--- src/rtl/keypad_pkg.sv ---
// keypad_pkg: shared constants and types for the keypad entry sequencer.
//   KEY_NONE/KEY_BACK/KEY_ENTER/KEY_CLEAR : special driver codes
//   kp_state_e                            : press/release debounce states
//   bcd_t                                 : one BCD digit
package keypad_pkg;

    localparam int KEY_W = 5;

    localparam logic [KEY_W-1:0] KEY_NONE  = 5'd16;
    localparam logic [KEY_W-1:0] KEY_BACK  = 5'd13;
    localparam logic [KEY_W-1:0] KEY_ENTER = 5'd14;
    localparam logic [KEY_W-1:0] KEY_CLEAR = 5'd15;

    typedef logic [3:0] bcd_t;

    typedef enum logic [1:0] {
        S_UP     = 2'd0,
        S_DEB_DN = 2'd1,
        S_HELD   = 2'd2,
        S_DEB_UP = 2'd3
    } kp_state_e;

    function automatic logic is_digit(input logic [KEY_W-1:0] c);
        return c <= 5'd9;
    endfunction

endpackage

--- src/rtl/keypad_press_filter.sv ---
// keypad_press_filter: stretches the per-column key level over one scan
// period, debounces press and release, and produces one accept strobe per
// press.
//   gclk, grst_n    : clock, async active-low reset
//   key_code_i      : driver code (16 = none)
//   key_idle_i      : 1 = no key on current column
//   acc_o           : combinational strobe, a real key is accepted this clock
//   acc_code_o      : code accepted with acc_o
//   key_event_o     : registered one-clock pulse per accepted key
//   key_last_o      : registered code of the last accepted key
module keypad_press_filter
    import keypad_pkg::*;
#(
    parameter int SCAN_COLS  = 4,
    parameter int DEB_CYCLES = 3
) (
    input  logic             gclk,
    input  logic             grst_n,
    input  logic [KEY_W-1:0] key_code_i,
    input  logic             key_idle_i,
    output logic             acc_o,
    output logic [KEY_W-1:0] acc_code_o,
    output logic             key_event_o,
    output logic [KEY_W-1:0] key_last_o
);

    localparam int CW = (SCAN_COLS > 1) ? $clog2(SCAN_COLS) : 1;
    localparam int DW = $clog2(DEB_CYCLES + 1);
    localparam logic [CW-1:0] STR_RELOAD = CW'(SCAN_COLS - 1);
    localparam logic [DW-1:0] DEB_MAX    = DW'(DEB_CYCLES);
    localparam logic [DW-1:0] DEB_ONE    = DW'(1);

    logic [CW-1:0]    str_q, str_d;
    logic [DW-1:0]    deb_q, deb_d;
    kp_state_e        st_q, st_d;
    logic             evt_q, evt_d;
    logic [KEY_W-1:0] last_q, last_d;
    logic             down;
    logic             accept;

    // The driver only asserts key_idle=0 on the pressed key's column, so the
    // level is held for a full scan period to look continuous.
    assign down = !key_idle_i || (str_q != '0);

    always_comb begin
        str_d = str_q;
        if (!key_idle_i)      str_d = STR_RELOAD;
        else if (str_q != '0) str_d = str_q - 1'b1;
    end

    always_comb begin
        st_d   = st_q;
        deb_d  = deb_q;
        accept = 1'b0;
        case (st_q)
            S_UP: begin
                if (down) begin
                    st_d  = S_DEB_DN;
                    deb_d = DEB_ONE;
                end
            end
            S_DEB_DN: begin
                if (!down) begin
                    st_d  = S_UP;
                    deb_d = '0;
                end else if (deb_q == DEB_MAX) begin
                    st_d   = S_HELD;
                    deb_d  = '0;
                    accept = 1'b1;
                end else begin
                    deb_d = deb_q + 1'b1;
                end
            end
            S_HELD: begin
                // The first up clock counts toward the release window, so a
                // one-clock window returns straight to S_UP.
                if (!down) begin
                    if (DEB_CYCLES == 1) begin
                        st_d  = S_UP;
                        deb_d = '0;
                    end else begin
                        st_d  = S_DEB_UP;
                        deb_d = DEB_ONE;
                    end
                end
            end
            S_DEB_UP: begin
                if (down) begin
                    st_d  = S_HELD;
                    deb_d = '0;
                end else if (deb_q == DEB_MAX - 1'b1) begin
                    st_d  = S_UP;
                    deb_d = '0;
                end else begin
                    deb_d = deb_q + 1'b1;
                end
            end
            default: begin
                st_d  = S_UP;
                deb_d = '0;
            end
        endcase
    end

    // An accept with no code on the bus still consumes the press.
    assign acc_o      = accept && (key_code_i != KEY_NONE);
    assign acc_code_o = key_code_i;

    always_comb begin
        evt_d  = acc_o;
        last_d = acc_o ? key_code_i : last_q;
    end

    always_ff @(posedge gclk or negedge grst_n) begin
        if (!grst_n) begin
            str_q  <= '0;
            deb_q  <= '0;
            st_q   <= S_UP;
            evt_q  <= 1'b0;
            last_q <= '0;
        end else begin
            str_q  <= str_d;
            deb_q  <= deb_d;
            st_q   <= st_d;
            evt_q  <= evt_d;
            last_q <= last_d;
        end
    end

    assign key_event_o = evt_q;
    assign key_last_o  = last_q;

endmodule

--- src/rtl/keypad_entry_ctrl.sv ---
// keypad_entry_ctrl: turns debounced key events into a multi-digit BCD
// entry and hands committed entries downstream over valid/ready.
// Optional feature macro: KEYPAD_BACKSPACE_EN (code 13 deletes newest digit).
//   gclk, grst_n  : clock, async active-low reset
//   key_code_i    : driver code 0-15 key, 16 none
//   key_idle_i    : 1 = no key on current column
//   out_ready_i   : downstream accepts out_value_o
//   out_value_o   : committed BCD entry, digit 0 in [3:0]
//   out_count_o   : digits in out_value_o
//   out_valid_o   : out_value_o/out_count_o valid
//   disp_bcd_o    : live entry buffer
//   disp_count_o  : digits in buffer
//   overflow_o    : sticky, a digit was dropped on a full buffer
//   key_event_o   : one-clock pulse per accepted key
//   key_last_o    : last accepted key code
module keypad_entry_ctrl
    import keypad_pkg::*;
#(
    parameter int NDIG       = 4,
    parameter int SCAN_COLS  = 4,
    parameter int DEB_CYCLES = 3
) (
    input  logic              gclk,
    input  logic              grst_n,
    input  logic [KEY_W-1:0]  key_code_i,
    input  logic              key_idle_i,
    input  logic              out_ready_i,
    output logic [4*NDIG-1:0] out_value_o,
    output logic [3:0]        out_count_o,
    output logic              out_valid_o,
    output logic [4*NDIG-1:0] disp_bcd_o,
    output logic [3:0]        disp_count_o,
    output logic              overflow_o,
    output logic              key_event_o,
    output logic [KEY_W-1:0]  key_last_o
);

    localparam logic [3:0] NDIG_C = 4'(NDIG);

    logic             acc;
    logic [KEY_W-1:0] acc_code;
    bcd_t             dig;

    logic [4*NDIG-1:0] disp_q, disp_d;
    logic [3:0]        cnt_q, cnt_d;
    logic              ovf_q, ovf_d;
    logic [4*NDIG-1:0] oval_q, oval_d;
    logic [3:0]        ocnt_q, ocnt_d;
    logic              ovld_q, ovld_d;

    keypad_press_filter #(
        .SCAN_COLS  (SCAN_COLS),
        .DEB_CYCLES (DEB_CYCLES)
    ) u_filter (
        .gclk        (gclk),
        .grst_n      (grst_n),
        .key_code_i  (key_code_i),
        .key_idle_i  (key_idle_i),
        .acc_o       (acc),
        .acc_code_o  (acc_code),
        .key_event_o (key_event_o),
        .key_last_o  (key_last_o)
    );

    assign dig = acc_code[3:0];

    always_comb begin
        disp_d = disp_q;
        cnt_d  = cnt_q;
        ovf_d  = ovf_q;
        oval_d = oval_q;
        ocnt_d = ocnt_q;
        ovld_d = ovld_q;

        if (ovld_q && out_ready_i) ovld_d = 1'b0;

        if (acc) begin
            if (is_digit(acc_code)) begin
                if (cnt_q == NDIG_C) begin
                    ovf_d = 1'b1;
                end else begin
                    // Shift on the flat vector so NDIG=1 needs no special case.
                    disp_d = (disp_q << 4) | {{(4*NDIG-4){1'b0}}, dig};
                    cnt_d  = cnt_q + 1'b1;
                end
            end else begin
                case (acc_code)
                    KEY_ENTER: begin
                        // Checks the registered valid, so an enter landing on
                        // the handshake clock is dropped.
                        if (cnt_q != '0 && !ovld_q) begin
                            oval_d = disp_q;
                            ocnt_d = cnt_q;
                            ovld_d = 1'b1;
                            disp_d = '0;
                            cnt_d  = '0;
                            ovf_d  = 1'b0;
                        end
                    end
                    KEY_CLEAR: begin
                        disp_d = '0;
                        cnt_d  = '0;
                        ovf_d  = 1'b0;
                    end
`ifdef KEYPAD_BACKSPACE_EN
                    KEY_BACK: begin
                        if (cnt_q != '0) begin
                            disp_d = disp_q >> 4;
                            cnt_d  = cnt_q - 1'b1;
                            ovf_d  = 1'b0;
                        end
                    end
`else
                    KEY_BACK: begin
                        disp_d = disp_q;
                    end
`endif
                    default: begin
                        disp_d = disp_q;
                    end
                endcase
            end
        end
    end

    always_ff @(posedge gclk or negedge grst_n) begin
        if (!grst_n) begin
            disp_q <= '0;
            cnt_q  <= '0;
            ovf_q  <= 1'b0;
            oval_q <= '0;
            ocnt_q <= '0;
            ovld_q <= 1'b0;
        end else begin
            disp_q <= disp_d;
            cnt_q  <= cnt_d;
            ovf_q  <= ovf_d;
            oval_q <= oval_d;
            ocnt_q <= ocnt_d;
            ovld_q <= ovld_d;
        end
    end

    assign disp_bcd_o   = disp_q;
    assign disp_count_o = cnt_q;
    assign overflow_o   = ovf_q;
    assign out_value_o  = oval_q;
    assign out_count_o  = ocnt_q;
    assign out_valid_o  = ovld_q;

endmodule

--- config.mk ---
export PLATFORM = sky130hd
export DESIGN_NAME = keypad_entry_ctrl
export DESIGN_NICKNAME = d
export VERILOG_FILES = /design/src/rtl/keypad_pkg.sv /design/src/rtl/keypad_press_filter.sv /design/src/rtl/keypad_entry_ctrl.sv
export SDC_FILE = /design/constraint.sdc
export NUM_CORES = 1
export LEC_CHECK = 0
export CORE_ASPECT_RATIO = 1.4
export CORE_MARGIN = 4
export CORE_UTILIZATION = 50
export DETAILED_ROUTE_END_ITERATION = 10
export PLACE_DENSITY = 0.8
export SYNTH_ARGS = -nofsm -noshare
export SYNTH_HDL_FRONTEND = slang
export SYNTH_SLANG_ARGS = --single-unit
--- constraint.sdc ---
create_clock -name gclk -period 2.9 [get_ports gclk]
set_clock_uncertainty 0.2 [all_clocks]
set_input_delay 0.29 -clock gclk [delete_from_list [all_inputs] [get_ports gclk]]
set_output_delay 0.29 -clock gclk [all_outputs]
set_load 0.03 [all_outputs]
==> run_results.csv <==
group,metric,value,unit
sta,rsz0062_at_grt,"false",
floorplan,die_x,67.54,µm
drt,ant_nets,0,
clock_network,cts_root_buf,"clkbuf_8",
yosys,syn-num-nets,221,
sta,setup_viol,0,
clock_network,cts_setup_buffers,0,
sta,max_slew_margin,56.74,%
worst_setup_path,crit_chain,"inv_1 -> ha_1 -> nor2b_1 -> a211oi_1 -> o211ai_4 -> buf_4 -> mux2i_1",
finish,synthToLayoutAreaGrowth,30.61,%
global_routing,groute.usage.overall,17.86,%
worst_setup_path,cp_slowest_cell,"o211ai_4",
floorplan,start_util,51.24,%
yosys,yosysUniqueCellTypes,38,
finish,fillCellCount,351,
power_and_ir_drop,power_density,403.2,nW/µm²
placed_design,place.gp.congestion,0.7709,
clock_network,cts_buffer_depth,2,
clock_network,htree_levels,2,
worst_setup_path,r2r-start,"disp_count_o[0]$_DFFE_PN0P_",
yosys,synth.avg_cell_area,12.10,µm²
global_routing,grt_pass1_wl,8480,µm
worst_setup_path,rr_worst_depth,7,
global_routing,antenna_found_initial,0,
sta,fmax,406.7,MHz
placed_design,dp_hpwl,3557,µm
finish,multi_input_area,998.5,µm²
floorplan,pin_count,57,
worst_setup_path,crit_buf_inv,2,
worst_hold_path,hp-class,"in2async",
run,cap_violations,0,
worst_setup_path,worstPathArrival,2.47,ns
finish,layout.nets,287,
clock_network,cts_buffers,5,
worst_setup_path,ff2ff_setup_slack,0.44,ns
yosys,yosys_register_bits,54,
drt,drtIter0Drc,79,
yosys,synth-async-reset-ratio,100.0,%
yosys,ys_warn_count,0,
yosys,synth-edff-count,0,
power_and_ir_drop,vdd_drop_max,0.2055,mV
floorplan,coreArea,4842,µm²
clock_network,clk_latency,0.30,ns
clock_network,clk_pin_slew_worst_paths,0.10,ns
finish,drive_gt1_share,20.22,%
worst_setup_path,cp-start-kind,"flip-flop",
floorplan,dieHeight,91.35,µm
worst_setup_path,r2r_end,"disp_bcd_o[13]$_DFFE_PN0P_",
drt,drc,0,
sta,period_minus_slack,2.459,ns
yosys,syn-instance-count,205,
worst_setup_path,critPathKind,"reg2reg",
worst_setup_path,cp_top_family,"compound AO/OA/AOI/OAI gates",
power_and_ir_drop,p_leak,1.616,nW
worst_setup_path,crit_path_max_incr_delay,0.56,ns
sta,worstMarginPinSlew,0.6458,ns
sta,fin_tns_setup,0,ns
worst_setup_path,crit_required,2.91,ns
sta,setup_slack,0.4415,ns
finish,regArea,1351,µm²
global_routing,grt_overflow,0,
placed_design,numPortBuffers,56,
sta,hold_violations,0,
drt,first_pass_iters,4,
drt,vias,1721,
sta,slew_violations,0,
drt,drt-total-wl,4941,µm
drt,routedWlPerCell,14.71,µm
global_routing,grt_max_degree,25,
worst_setup_path,end_kind,"flip-flop",
yosys,synth_area,2481,µm²
placed_design,place_area,3139,µm²
run_status,status,"finished, final reports clean",
yosys,synth_flop_cell,"dfrtp_1",
yosys,yosysSeqAreaShare,54.46,%
placed_design,place_ws,0.1989,ns
floorplan,dieArea,6169,µm²
drt,vias_per_cell,5.122,
worst_setup_path,crit_fanout,16,
clock_network,clock_sinks,54,
finish,diodes,0,
finish,final_cell_area,3241,µm²
floorplan,row_count,30,
global_routing,grt_pass1_vias,1788,
sta,fin_crit_sh,84.78,%
clock_network,cts_tree,"built",
==> cells in the mapped netlist (all sizes together) (2+ instances only) <==
library cell	count	share of area [%]
a21oi	2	0.40
a22o	2	0.71
and2	3	0.76
buf	5	2.2
clkbuf	3	0.45
dfrtp	54	54
ha	7	3.5
inv	17	2.7
mux2	30	14
mux2i	10	4.0
nand2	25	3.8
nand3	5	1.0
nor2	12	1.8
nor3b	2	0.60
nor4b	2	0.71
o211ai	5	2.6
o21a	2	0.60
o21ai	4	0.81
xor2	2	0.71
==> logic make-up after synthesis <==
family	count (synthesis)	share of synthesized area, %
AO/OA/AOI/OAI	19	6.506
XOR/XNOR	2	0.7061
adder cells (fa/ha/maj)	7	3.530
buffers and inverters	25	5.295
flip-flops	54	54.46
multiplexers	40	17.80
AND/OR/NAND/NOR	58	11.70
==> area by class of cell <==
type                    instances  share of cell area (%)
inverters                      17                   2.046
repair buffers                 67                   20.15
clock inverters                 1                  0.1544
flip-flops and latches         54                   41.70
well taps                      64                   2.471
multi-input cells             126                   30.81
clock buffers                   7                   2.664
==> flip-flops by register name, indices dropped and copies added, names as in the netlist, named ones only <==
| signal | flops |
|---|---|
| u_filter.key_last_o | 5 |
| out_count_o | 4 |
| u_filter.st_q | 1 |
| u_filter.str_q | 2 |
| disp_bcd_o | 16 |
| out_value_o | 16 |
| out_valid_o | 1 |
| disp_count_o | 4 |
| overflow_o | 1 |
| u_filter.deb_q | 2 |
| u_filter.key_event_o | 1 |
==> worst max path at each step <==
stage,startpoint,end,slack [ns],cells past startpoint
floorplan,disp_count_o[0]$_DFFE_PN0P_,disp_bcd_o[15]$_DFFE_PN0P_,0.52,7
global placement,key_code_i[2],disp_bcd_o[1]$_DFFE_PN0P_,0.28,6
detailed placement,key_code_i[2],disp_bcd_o[5]$_DFFE_PN0P_,0.20,7
CTS,disp_count_o[0]$_DFFE_PN0P_,disp_bcd_o[13]$_DFFE_PN0P_,0.46,7
global route,disp_count_o[1]$_DFFE_PN0P_,disp_bcd_o[13]$_DFFE_PN0P_,0.27,7
finish,disp_count_o[0]$_DFFE_PN0P_,disp_bcd_o[13]$_DFFE_PN0P_,0.44,7
==> cells in the final DEF (no fill, tap or decap), types with 2 or more instances in the layout <==
cell and instances:
and2_1 3, a21oi_1 2, o21a_1 2, xor2_1 2
nand2_1 25, o21ai_0 4, nand3_1 5, ha_1 7
o211ai_1 3, clkdlybuf4s50_1 55, buf_4 9, inv_1 16
nor3b_1 2, dfrtp_1 54, mux2i_1 10, a22o_1 2
clkbuf_8 6, mux2_2 29, o211ai_4 2, nor4b_1 2
nor2_1 12
==> power breakdown <==
part	total, mW	switching, mW	internal (mW)
combinational	0.106	0.0601	0.0456
clock	0.420	0.227	0.193
sequential	0.781	0.0139	0.767
==> per-stage QoR <==
stage,total power [mW],cells,hold slack (ns),utilization (%)
5_1_grt,1.372,336,0.2235,66.93
3_3_place_gp,0.8967,327,-0.01554,64.83
2_1_floorplan,0.8516,205,-0.2056,-
6_report,1.307,336,0.2021,66.93
4_1_cts,1.325,336,0.1863,66.93
3_5_place_dp,0.9017,327,-0.01356,64.83
==> repair_timing <==
item / in CTS / in global routing
endpoints found under the setup margin: 0 / 0
hold buffers: 1 / 0
resized for setup: 0 / 0
endpoints found under the hold margin: 11 / 0
==> layer usage <==
layer	part of all wire, %	wire [µm]	GRT usage, %
met5	0	0	0
met2	49	2431	27.94
met4	1.3	63	6.091
met3	5.0	245	4.455
met1	45	2200	23.77
Note: power is estimated with default switching activity, not from simulation.
